$ cat src/rtl/imem_loader.sv
// Instruction-memory loader: packs a valid/ready byte stream little-endian into
// WORD-bit words and writes them to consecutive word addresses from a base.
module imem_loader #(
    parameter int ADDR  = 16,
    parameter int WORD  = 32,
    parameter int BYTES = WORD / 8
) (
    input  logic              clk,
    input  logic              rst,
    input  logic              start_i,
    input  logic [ADDR-1:0]   base_i,
    input  logic [ADDR:0]     len_i,
    input  logic              byte_v_i,
    input  logic [7:0]        byte_i,
    output logic              byte_rdy_o,
    output logic [ADDR-1:0]   addr_o,
    output logic              mem_w_o,
    output logic [WORD-1:0]   mem_d_o,
    output logic              busy_o,
    output logic              done_o
);

    typedef enum logic [1:0] {S_IDLE, S_LOAD, S_WRITE} state_t;

    localparam int BCW = (BYTES > 1) ? $clog2(BYTES) : 1;
    localparam logic [BCW-1:0] BLAST = BCW'(BYTES - 1);

    state_t            state_q, state_d;
    logic [ADDR-1:0]   addr_q, addr_d;
    logic [WORD-1:0]   mem_d_q, mem_d_d;
    logic [WORD-1:0]   asm_q, asm_d;
    logic [BCW-1:0]    bcnt_q, bcnt_d;
    logic [ADDR:0]     wcnt_q, wcnt_d;
    logic [ADDR:0]     len_q, len_d;
    logic              mem_w_q, mem_w_d;
    logic              rdy_q, rdy_d;
    logic              busy_q, busy_d;
    logic              done_q, done_d;

    logic accept, last_byte, last_word;

    assign accept    = (state_q == S_LOAD) && byte_v_i && rdy_q;
    assign last_byte = accept && (bcnt_q == BLAST);
    assign last_word = (wcnt_q == len_q);

    always_ff @(posedge clk or posedge rst) begin
        if (rst) state_q <= S_IDLE;
        else     state_q <= state_d;
    end

    always_comb begin
        state_d = state_q;
        case (state_q)
            S_IDLE:  if (start_i && (len_i != '0)) state_d = S_LOAD;
            S_LOAD:  if (last_byte) state_d = S_WRITE;
            S_WRITE: state_d = last_word ? S_IDLE : S_LOAD;
            default: state_d = S_IDLE;
        endcase
    end

    always_comb begin
        addr_d  = addr_q;
        mem_d_d = mem_d_q;
        asm_d   = asm_q;
        bcnt_d  = bcnt_q;
        wcnt_d  = wcnt_q;
        len_d   = len_q;
        mem_w_d = 1'b0;
        done_d  = 1'b0;
        rdy_d   = rdy_q;
        busy_d  = busy_q;
        case (state_q)
            S_IDLE: begin
                if (start_i) begin
                    if (len_i != '0) begin
                        len_d  = len_i;
                        addr_d = base_i;
                        bcnt_d = '0;
                        wcnt_d = '0;
                        asm_d  = '0;
                        rdy_d  = 1'b1;
                        busy_d = 1'b1;
                    end else begin
                        done_d = 1'b1;
                    end
                end
            end
            S_LOAD: begin
                if (accept) begin
                    // Byte k lands in bits [8k+7:8k]
                    for (int k = 0; k < BYTES; k++) begin
                        if (bcnt_q == BCW'(k)) asm_d[8*k +: 8] = byte_i;
                    end
                    if (last_byte) begin
                        mem_d_d = asm_d;
                        mem_w_d = 1'b1;
                        rdy_d   = 1'b0;
                        bcnt_d  = '0;
                        wcnt_d  = wcnt_q + (ADDR+1)'(1);
                    end else begin
                        bcnt_d  = bcnt_q + BCW'(1);
                    end
                end
            end
            S_WRITE: begin
                // Final word keeps addr_o on the last written address
                if (last_word) begin
                    busy_d = 1'b0;
                    done_d = 1'b1;
                    rdy_d  = 1'b0;
                end else begin
                    addr_d = addr_q + ADDR'(1);
                    rdy_d  = 1'b1;
                end
            end
            default: ;
        endcase
    end

    always_ff @(posedge clk or posedge rst) begin
        if (rst) begin
            addr_q  <= '0;
            mem_d_q <= '0;
            asm_q   <= '0;
            bcnt_q  <= '0;
            wcnt_q  <= '0;
            len_q   <= '0;
            mem_w_q <= 1'b0;
            rdy_q   <= 1'b0;
            busy_q  <= 1'b0;
            done_q  <= 1'b0;
        end else begin
            addr_q  <= addr_d;
            mem_d_q <= mem_d_d;
            asm_q   <= asm_d;
            bcnt_q  <= bcnt_d;
            wcnt_q  <= wcnt_d;
            len_q   <= len_d;
            mem_w_q <= mem_w_d;
            rdy_q   <= rdy_d;
            busy_q  <= busy_d;
            done_q  <= done_d;
        end
    end

    assign addr_o     = addr_q;
    assign mem_d_o    = mem_d_q;
    assign mem_w_o    = mem_w_q;
    assign byte_rdy_o = rdy_q;
    assign busy_o     = busy_q;
    assign done_o     = done_q;

endmodule

$ cat config.mk
export PLATFORM = sky130hd
export DESIGN_NAME = imem_loader
export DESIGN_NICKNAME = d
export VERILOG_FILES = /design/src/rtl/imem_loader.sv
export SDC_FILE = /design/constraint.sdc
export NUM_CORES = 1
export LEC_CHECK = 0
export CORE_ASPECT_RATIO = 0.8
export CORE_MARGIN = 2
export CORE_UTILIZATION = 30
export CTS_CLUSTER_DIAMETER = 40
export CTS_CLUSTER_SIZE = 25
export DETAILED_ROUTE_END_ITERATION = 6
export PLACE_DENSITY = 0.53
export SYNTH_ARGS = -nofsm -noshare
export SYNTH_HDL_FRONTEND = slang
export SYNTH_SLANG_ARGS = --single-unit
$ cat constraint.sdc
create_clock -name clk -period 7.4 [get_ports clk]
set_input_delay 0.74 -clock clk [delete_from_list [all_inputs] [get_ports clk]]
set_output_delay 0.74 -clock clk [all_outputs]
set_load 0.01 [all_outputs]
==> key figures, run 1 <==
Placement
  – DP HPWL: 9.62 mm
  – Port bufs: 96
  – Placement Cell Area: 6570 um2
  – Routability Congestion: 0.764
  – Cells after DPL: 830

Clock tree
  – Post-CTS Setup Bufs: 0
  – Clock Pin Slew Worst Setup and Hold Paths: 60 ps
  – Bufs on Longest Clock Path: 2
  – CTS Sinks: 114
  – CTS HTree Levels: 4
  – Hold_buf cts: 0
  – Num CTS Buffers: 17
  – Root Buffer: clkbuf_16
  – CTS tree: done
  – Post-CTS resize count: 0
  – Clock Latency Late Sink: 410 ps

Timing
  – Achievable Freq: 0.350 GHz
  – Fin. Hold Viols: 0
  – Fin crit period: 2860 ps
  – Worst slew pin tran: 1140 ps
  – Final slew viol count: 0
  – Clock skew: 6.80 ps
  – RSZ-0062 raised after global routing: false
  – Setup TNS: 0 ps
  – Final worst-path cycle share: 38.6%
  – Setup-failing EPs final: 0
  – Max_slew headroom: 23.7%

Synthesis
  – Yosys reg bits: 114
  – Simple logic cell fraction of the synthesized area: 15.2%
  – Warnings from Yosys: 0
  – EDFF count, synth: 0
  – Yosys top cell area share: 52.4%
  – Post-synth top area cell: dfrtp_1
  – Ys flop type: dfrtp_1
  – Proportion of synthesized area in mux cells: 7.93%
  – Syn_area_per_cell: 10.3 um2
  – Combinational family with the most area after synthesis: simple AND/OR/NAND/NOR gates
  – Post-synth cell types: 51
  – Top cells by area, synth: dfrtp_1 (52%), nand2_1 (5.8%), mux2i_1 (4.4%)
  – Post-synthesis compound-gate area fraction: 15.1%
  – Post-Syn Instances: 529
  – Xor/xnor share of the synthesized area: 4.50%
  – Seq/Total Area, Yosys: 52.4%
  – Ys async rst share: 100%
  – Post-Synth Adder-Cell Area: 1.38%
  – Mapped Nets: 580
  – Synthesized area: 5440 um2

Cells and area
  – Area grow syn2layout: 31.7%
  – Most frequent cells in the layout: dfrtp_1 (114), clkdlybuf4s50_1 (96), nand2_1 (84)
  – Layout Nets: 670
  – Finished Cell Area: 7170 um2
  – Share of layout cells above drive strength 1: 7.29%
  – Layout Cells excl Fill: 861
  – # diodes: 0
  – Leading cell type in the layout, fill and taps excluded: dfrtp_1

Setup path
  – Worst Path Arrival: 3110 ps
  – Req. time, crit path: 7650 ps
  – Setup crit start kind: input port
  – CP max FO: 16
  – WS Path Type: input port to register
  – Crit path capture type: register

Route
  – ANT nets after route: 0
  – DRC Markers: 0
  – DR vias/cell: 4.97
  – Detailed-route via count: 4276
  – Starting DRT DRC Count: 291
  – WL final: 13.9 mm
  – DR WL/cell: 16.1 um
  – Pre-Repair DR Iteration Count: 4

GRT
  – Vias in the first global route: 4316
  – GRT Total Usage: 15.2%
  – Maximum number of pins on one net before global-route repair: 81
  – First-pass GRT wire length: 23.0 mm
  – Antenna violations before repair: 0
  – Total grt overflow: 0

Status
  – Outcome: finished clean

Floorplan
  – Num rows: 44
  – I/O pins: 97
  – Die H: 124 um
  – Die ar.: 19200 um2
  – Core area: 17900 um2
  – Die W: 155 um
  – Initial Util: 30.3%

Flow run
  – Max cap viols: 0

Power and ir drop
  – Worst VDD drop: 0.000108 V
  – Pwr Density: 358 nW/um2
  – Leakage: 0.00308 uW

Worst hold path
  – Worst hold path class: register to register
synth_stat cells, types with 8 or more instances:
library cell    n
a21oi_1        28
a22o_1         25
buf_2           9
clkbuf_1        9
dfrtp_1       114
inv_1           8
mux2_1         17
mux2i_1        24
nand2_1        84
nand3_1        17
nand4_1         9
nor2_1         27
o21ai_0        43
xnor2_1        10
xor2_1         18
state kept, by name, indices dropped and copies added (netlist names):
signal,count
mem_d_o,32
done_o,1
byte_rdy_o,1
mem_w_o,1
addr_o,16
busy_o,1
wcnt_q,17
asm_q,24
len_q,17
bcnt_q,2
state_q,2
per-stage QoR:
step | total power, uW | utilization, % | setup WS, ps | hold WS (ps)
2_1_floorplan | 1440 | - | 3640 | 465
3_3_place_gp | 1730 | 36.6 | 4260 | 458
3_5_place_dp | 1750 | 36.6 | 4180 | 472
4_1_cts | 2600 | 39.9 | 4610 | 484
5_1_grt | 2720 | 39.9 | 4300 | 502
6_report | 2560 | 39.9 | 4540 | 477
critical path, stage by stage:
cell and delay (ps):
clkdlybuf4s50_1 430, nor4_1 300, nand3_1 230, o31ai_2 980, nor3_1 180, xnor2_1 190
nor2_1 60
per-layer routing:
metal,track usage [%],routed length (um),vias to the layer above
met5,0,0,-
met4,5.12,170,0
met3,3.69,769,14
met2,23.2,6310,100
met1,21.0,6620,2099
li1,-,-,2063
cell families after synthesis:
logic type,Yosys count
buffers and inverters,38
AND/OR/NAND/NOR,175
AO/OA/AOI/OAI,127
adder cells (fa/ha/maj),6
flip-flops,114
XOR/XNOR,28
multiplexers,41
power by group:
group	total (uW)	switching, uW	internal (uW)
Clock	833	296	537
Combinational	715	330	384
Sequential	1020	191	825
Total	2560	818	1750
final cells by class:
cell class                      instances  area (um2)
Tap cell                              230         288
Multi-Input combinational cell        377        2400
Timing Repair Buffer                  100         991
Sequential cell                       114        2850
Fill cell                            1768       10800
Clock inverter                         12         159
Clock buffer                           19         443
Inverter                                9        36.3
final timing paths:
kind                                          from  slack (ps)                 endpoint  cells past startpoint
max                                       len_i[1]        4540    wcnt_q[9]$_DFFE_PP0P_                      7
min                        mem_d_o[27]$_DFFE_PP0P_         480  mem_d_o[27]$_DFFE_PP0P_                      2
max reg2reg                 state_q[1]$_DFFE_PP0P_        4590    wcnt_q[9]$_DFFE_PP0P_                      6
min reg2reg                mem_d_o[27]$_DFFE_PP0P_         480  mem_d_o[27]$_DFFE_PP0P_                      2
max in group asynchronous                      rst        5320  mem_d_o[13]$_DFFE_PP0P_                      3
min in group asynchronous                      rst         710   state_q[0]$_DFFE_PP0P_                      2
No activity file was read; power rests on OpenSTA's default activity.
==> run 2: changes to the inputs <==
==> constraint.sdc (replaced) <==
create_clock -name clk -period 2.9 [get_ports clk]
set_input_delay 0.29 -clock clk [delete_from_list [all_inputs] [get_ports clk]]
set_output_delay 0.29 -clock clk [all_outputs]
set_load 0.01 [all_outputs]
==> key figures, run 2 (synthesized netlist as in run 1, its figures left out) <==
Status
  – Outcome: finished clean

Setup path
  – Worst r2r dst: wcnt_q[8]$_DFFE_PP0P_
  – Req. time, crit path: 3200 ps
  – Cell breakdown of the critical path: ha_1, nand3_1, a211oi_1, o31ai_2, buf_4, nor4_2, xnor2_1, nor2_1
  – Crit path largest cell delay: 430 ps
  – Worst Path Arrival: 2580 ps
  – Setup crit start kind: register
  – Crit path capture type: register
  – R2r setup slk: 630 ps
  – WS Path Type: register to register
  – CP max stage cell: a211oi_1
  – FF-to-FF Start: bcnt_q[0]$_DFFE_PP0P_
  – CP max FO: 16
  – Worst Reg-to-Reg Cells: 8

Clock tree
  – Post-CTS resize count: 0
  – Num CTS Buffers: 17
  – Clock Latency Late Sink: 420 ps
  – Root Buffer: clkbuf_16
  – CTS tree: done
  – Clock Pin Slew Worst Setup and Hold Paths: 50 ps
  – Hold_buf cts: 0
  – CTS Sinks: 114
  – Post-CTS Setup Bufs: 0
  – CTS HTree Levels: 4
  – Bufs on Longest Clock Path: 2

Timing
  – Setup TNS: 0 ps
  – Achievable Freq: 0.440 GHz
  – Worst slew pin tran: 653 ps
  – Fin crit period: 2270 ps
  – Final worst-path cycle share: 78.3%
  – Final slew viol count: 0
  – Fin. Hold Viols: 0
  – RSZ-0062 raised after global routing: false
  – Max_slew headroom: 56.5%
  – Setup-failing EPs final: 0
  – Worst hold slack: 364 ps
  – Clock skew: 7.01 ps

Route
  – WL final: 14.3 mm
  – DR vias/cell: 4.95
  – Detailed-route via count: 4290
  – DRC Markers: 0
  – ANT nets after route: 0
  – Starting DRT DRC Count: 285
  – Pre-Repair DR Iteration Count: 4
  – DR WL/cell: 16.5 um

Cells and area
  – Most frequent cells in the layout: dfrtp_1 (114), clkdlybuf4s50_1 (96), nand2_1 (83)
  – Area grow syn2layout: 33.7%
  – Layout Nets: 674
  – # diodes: 0
  – Fillers: 1739
  – Max reg flops: 32
  – Share of layout cells above drive strength 1: 8.02%
  – Sequential Area: 2850 um2
  – Multi-input gate area: 2400 um2
  – Leading cell type in the layout, fill and taps excluded: dfrtp_1

Floorplan
  – Initial Util: 30.3%
  – Die W: 155 um
  – I/O pins: 97
  – Die H: 124 um
  – Die ar.: 19200 um2
  – Num rows: 44
  – Core area: 17900 um2

GRT
  – GRT Total Usage: 15.4%
  – Vias in the first global route: 4227
  – First-pass GRT wire length: 23.1 mm
  – Maximum number of pins on one net before global-route repair: 115
  – Total grt overflow: 0
  – Antenna violations before repair: 0

Power and ir drop
  – Worst VDD drop: 0.000329 V
  – Pwr Density: 932 nW/um2
  – Leakage: 0.00315 uW

Flow run
  – Max cap viols: 0

Worst hold path
  – Worst hold path class: input port to asynchronous set/reset pin

Placement
  – Routability Congestion: 0.794
  – Port bufs: 96
  – DP HPWL: 9.80 mm
==> run 2: cell count changes in the layout (fill, tap and decap cells not counted), moves of 2 or more <==
cell        change
buf_12          +2
bufinv_16       +2
buf_4           +2
clkinv_2        +3
clkinvlp_4      -4
clkbuf_8        +2
==> run 2: cell type report <==
| cell class | count | share of cell area (%) |
|---|---|---|
| inverters | 9 | 0.516 |
| well taps | 230 | 3.95 |
| repair buffers | 104 | 14.4 |
| flip-flops and latches | 114 | 39.2 |
| clock inverters | 10 | 2.46 |
| multi-input cells | 377 | 33.0 |
| clock buffers | 22 | 6.51 |
==> run 2: power by group <==
| part | internal [uW] | switching, uW |
|---|---|---|
| registers | 2100 | 497 |
| logic | 994 | 857 |
| clock network | 1590 | 745 |
| total | 4690 | 2100 |
==> run 2: how the worst max path moves through the flow <==
stage / endpoint / slack, ps / from
6_report: wcnt_q[8]$_DFFE_PP0P_ / 630 / bcnt_q[0]$_DFFE_PP0P_
5_1_grt: wcnt_q[8]$_DFFE_PP0P_ / 450 / bcnt_q[0]$_DFFE_PP0P_
4_1_cts: wcnt_q[8]$_DFFE_PP0P_ / 630 / bcnt_q[0]$_DFFE_PP0P_
3_5_place_dp: len_q[7]$_DFFE_PP0P_ / 530 / len_i[14]
3_3_place_gp: wcnt_q[8]$_DFFE_PP0P_ / 560 / byte_v_i
2_1_floorplan: wcnt_q[7]$_DFFE_PP0P_ / 1130 / bcnt_q[0]$_DFFE_PP0P_
==> run 2: per-layer routing <==
layer  GRT usage (%)  routed length, um  part of all wire, %
met4            5.45                244                  1.7
met2            21.7               6310                   44
met3            4.42                766                  5.4
met1            22.5               6940                   49
met5               0                  0                    0
==> run 2: stage by stage <==
step                utilization [%]  area, um2  power [uW]  setup WS, ps  instances
CTS                            40.6       7280        6850           634        866
finish                         40.6       7280        6790           629        866
global placement               36.9       6630        4450           559        834
detailed placement             36.9       6630        4490           525        834
global route                   40.6       7280        7190           449        866
floorplan                         -       5450        3680          1130        529
==> run 2: worst max-delay path: cells and delay by family (launching register included) <==
family	cells	cell delay [ps]
adder cells (fa/ha/maj)	1	300
buffers and inverters	1	210
AO/OA/AOI/OAI	2	560
XOR/XNOR	1	150
flip-flops	1	410
AND/OR/NAND/NOR	3	520
==> run 3: changes to the inputs <==
==> constraint.sdc (replaced) <==
create_clock -name clk -period 2.1 [get_ports clk]
set_input_delay 0.21 -clock clk [delete_from_list [all_inputs] [get_ports clk]]
set_output_delay 0.21 -clock clk [all_outputs]
set_load 0.01 [all_outputs]
==> key figures, run 3 (synthesized netlist as in run 1, its figures left out) <==
Clock tree
  – Clock Pin Slew Worst Setup and Hold Paths: 50 ps
  – Hold_buf cts: 0
  – CTS Sinks: 114
  – Num CTS Buffers: 17
  – CTS HTree Levels: 4
  – Post-CTS resize count: 0
  – Root Buffer: clkbuf_16
  – Post-CTS Setup Bufs: 0
  – Clock Latency Late Sink: 410 ps
  – CTS tree: done
  – Bufs on Longest Clock Path: 2

Timing
  – Worst slew pin tran: 573 ps
  – Setup-failing EPs final: 0
  – Clock skew: 8.20 ps
  – Worst hold slack: 242 ps
  – Final worst setup slack: 187 ps
  – Fin. Hold Viols: 0
  – Fin crit period: 1910 ps
  – Max_slew headroom: 61.8%
  – Final worst-path cycle share: 91.1%
  – Achievable Freq: 0.523 GHz
  – Final slew viol count: 0

Cells and area
  – Multi-input gate area: 2430 um2
  – Share of layout cells above drive strength 1: 11.8%
  – Most frequent cells in the layout: dfrtp_1 (114), clkdlybuf4s50_1 (96), nand2_1 (83)
  – Layout Cells excl Fill: 892
  – Fillers: 1720
  – Area grow syn2layout: 36.9%
  – Sequential Area: 2850 um2
  – Max reg flops: 32
  – Layout Nets: 702
  – Leading cell type in the layout, fill and taps excluded: dfrtp_1
  – # diodes: 0

Floorplan
  – Die ar.: 19200 um2
  – Num rows: 44
  – Initial Util: 30.3%
  – Core area: 17900 um2
  – I/O pins: 97
  – Die W: 155 um
  – Die H: 124 um

Route
  – WL final: 14.4 mm
  – DR WL/cell: 16.1 um
  – Pre-Repair DR Iteration Count: 4
  – Detailed-route via count: 4408
  – ANT nets after route: 0
  – DR vias/cell: 4.94
  – DRC Markers: 0
  – Starting DRT DRC Count: 240

Setup path
  – WS Path Type: register to register
  – FF-to-FF Start: wcnt_q[10]$_DFFE_PP0P_
  – Crit path launch: wcnt_q[10]$_DFFE_PP0P_
  – Crit path capture type: register
  – Req. time, crit path: 2400 ps
  – Setup crit start kind: register
  – Worst Path Arrival: 2210 ps
  – CP max FO: 4

Placement
  – Port bufs: 96
  – DP HPWL: 10.2 mm
  – Post-Place Worst Slack: -89.9 ps
  – Routability Congestion: 0.781
  – Cells after DPL: 862

Power and ir drop
  – Pwr Density: 1220 nW/um2
  – Flop pwr share: 39.2%
  – Leakage: 0.00325 uW
  – Sw Share: 31.8%
  – Switch Pwr: 2900 uW
  – Worst VDD drop: 0.000422 V
  – Tot Pwr: 9120 uW
  – Combinational Power Share: 30.3%
  – Fraction of power consumed by the clock network: 30.5%
  – Pint: 6220 uW

GRT
  – Maximum number of pins on one net before global-route repair: 69
  – Vias in the first global route: 4547
  – Total grt overflow: 0
  – Antenna violations before repair: 0
  – GRT Total Usage: 15.7%
  – First-pass GRT wire length: 23.9 mm

Flow run
  – Max cap viols: 0

Worst hold path
  – Worst hold path class: input port to asynchronous set/reset pin

Status
  – Outcome: finished clean
[run 3: cell types whose count changed in the layout (fill, tap and decap cells not counted)]
cell,delta
clkinv_2,-2
buf_12,+2
clkbuf_1,+3
nor4_2,+3
a211oi_2,+1
buf_4,+25
nor4_1,-3
bufinv_16,-3
clkinvlp_4,+1
buf_6,+1
clkinv_4,-1
a211oi_1,-1
[run 3: worst max-delay path, stage by stage, from the launching register on]
cell      delay, ps
dfrtp_1         430
xor2_1          170
nor4_2          360
a31o_1          230
nand3_1         160
a21boi_0        160
o2bb2a_1        290
[run 3: cell type report]
type | count | area share [%]
clock buffers | 25 | 6.51
repair buffers | 132 | 17.2
well taps | 230 | 3.86
multi-input cells | 377 | 32.6
flip-flops and latches | 114 | 38.3
clock inverters | 5 | 1.04
inverters | 9 | 0.504
[run 3: per-layer routing]
layer	wire, um	part of all wire (%)	global-route usage (%)	up-vias
met5	0	0	0	-
met4	226	1.6	5.28	0
met3	642	4.5	4.04	15
met2	6480	45	23.6	95
met1	7010	49	22.0	2181
li1	-	-	-	2117
[run 3: path summary, 6_finish.rpt]
check | to | slack [ps] | depth (start not counted)
min | wcnt_q[7]$_DFFE_PP0P_ | 240 | 3
min reg2reg | mem_d_o[24]$_DFFE_PP0P_ | 470 | 2
max reg2reg | addr_o[11]$_DFFE_PP0P_ | 190 | 6
max | addr_o[11]$_DFFE_PP0P_ | 190 | 6
max in group asynchronous | mem_d_o[22]$_DFFE_PP0P_ | 1510 | 3
min in group clk | addr_o[4]$_DFFE_PP0P_ | 370 | 3
[run 3: stage by stage]
step	setup TNS [ps]	util [%]	cell area (um2)
final	0	41.5	7450
after global routing	-24.5	41.5	7450
after CTS	0	41.4	7420
after detailed placement	-2260	38.2	6860
after global placement	-806	38.2	6860
after floorplan	0	-	5450
[run 3: power groups by stage]
stage	clock (uW)	sequential (uW)	combinational, uW
finish	2780	3580	2760
global route	2940	3670	3060
CTS	2830	3570	2740
detailed placement	0	3600	2720
global placement	0	3570	2660
floorplan	0	3540	1540
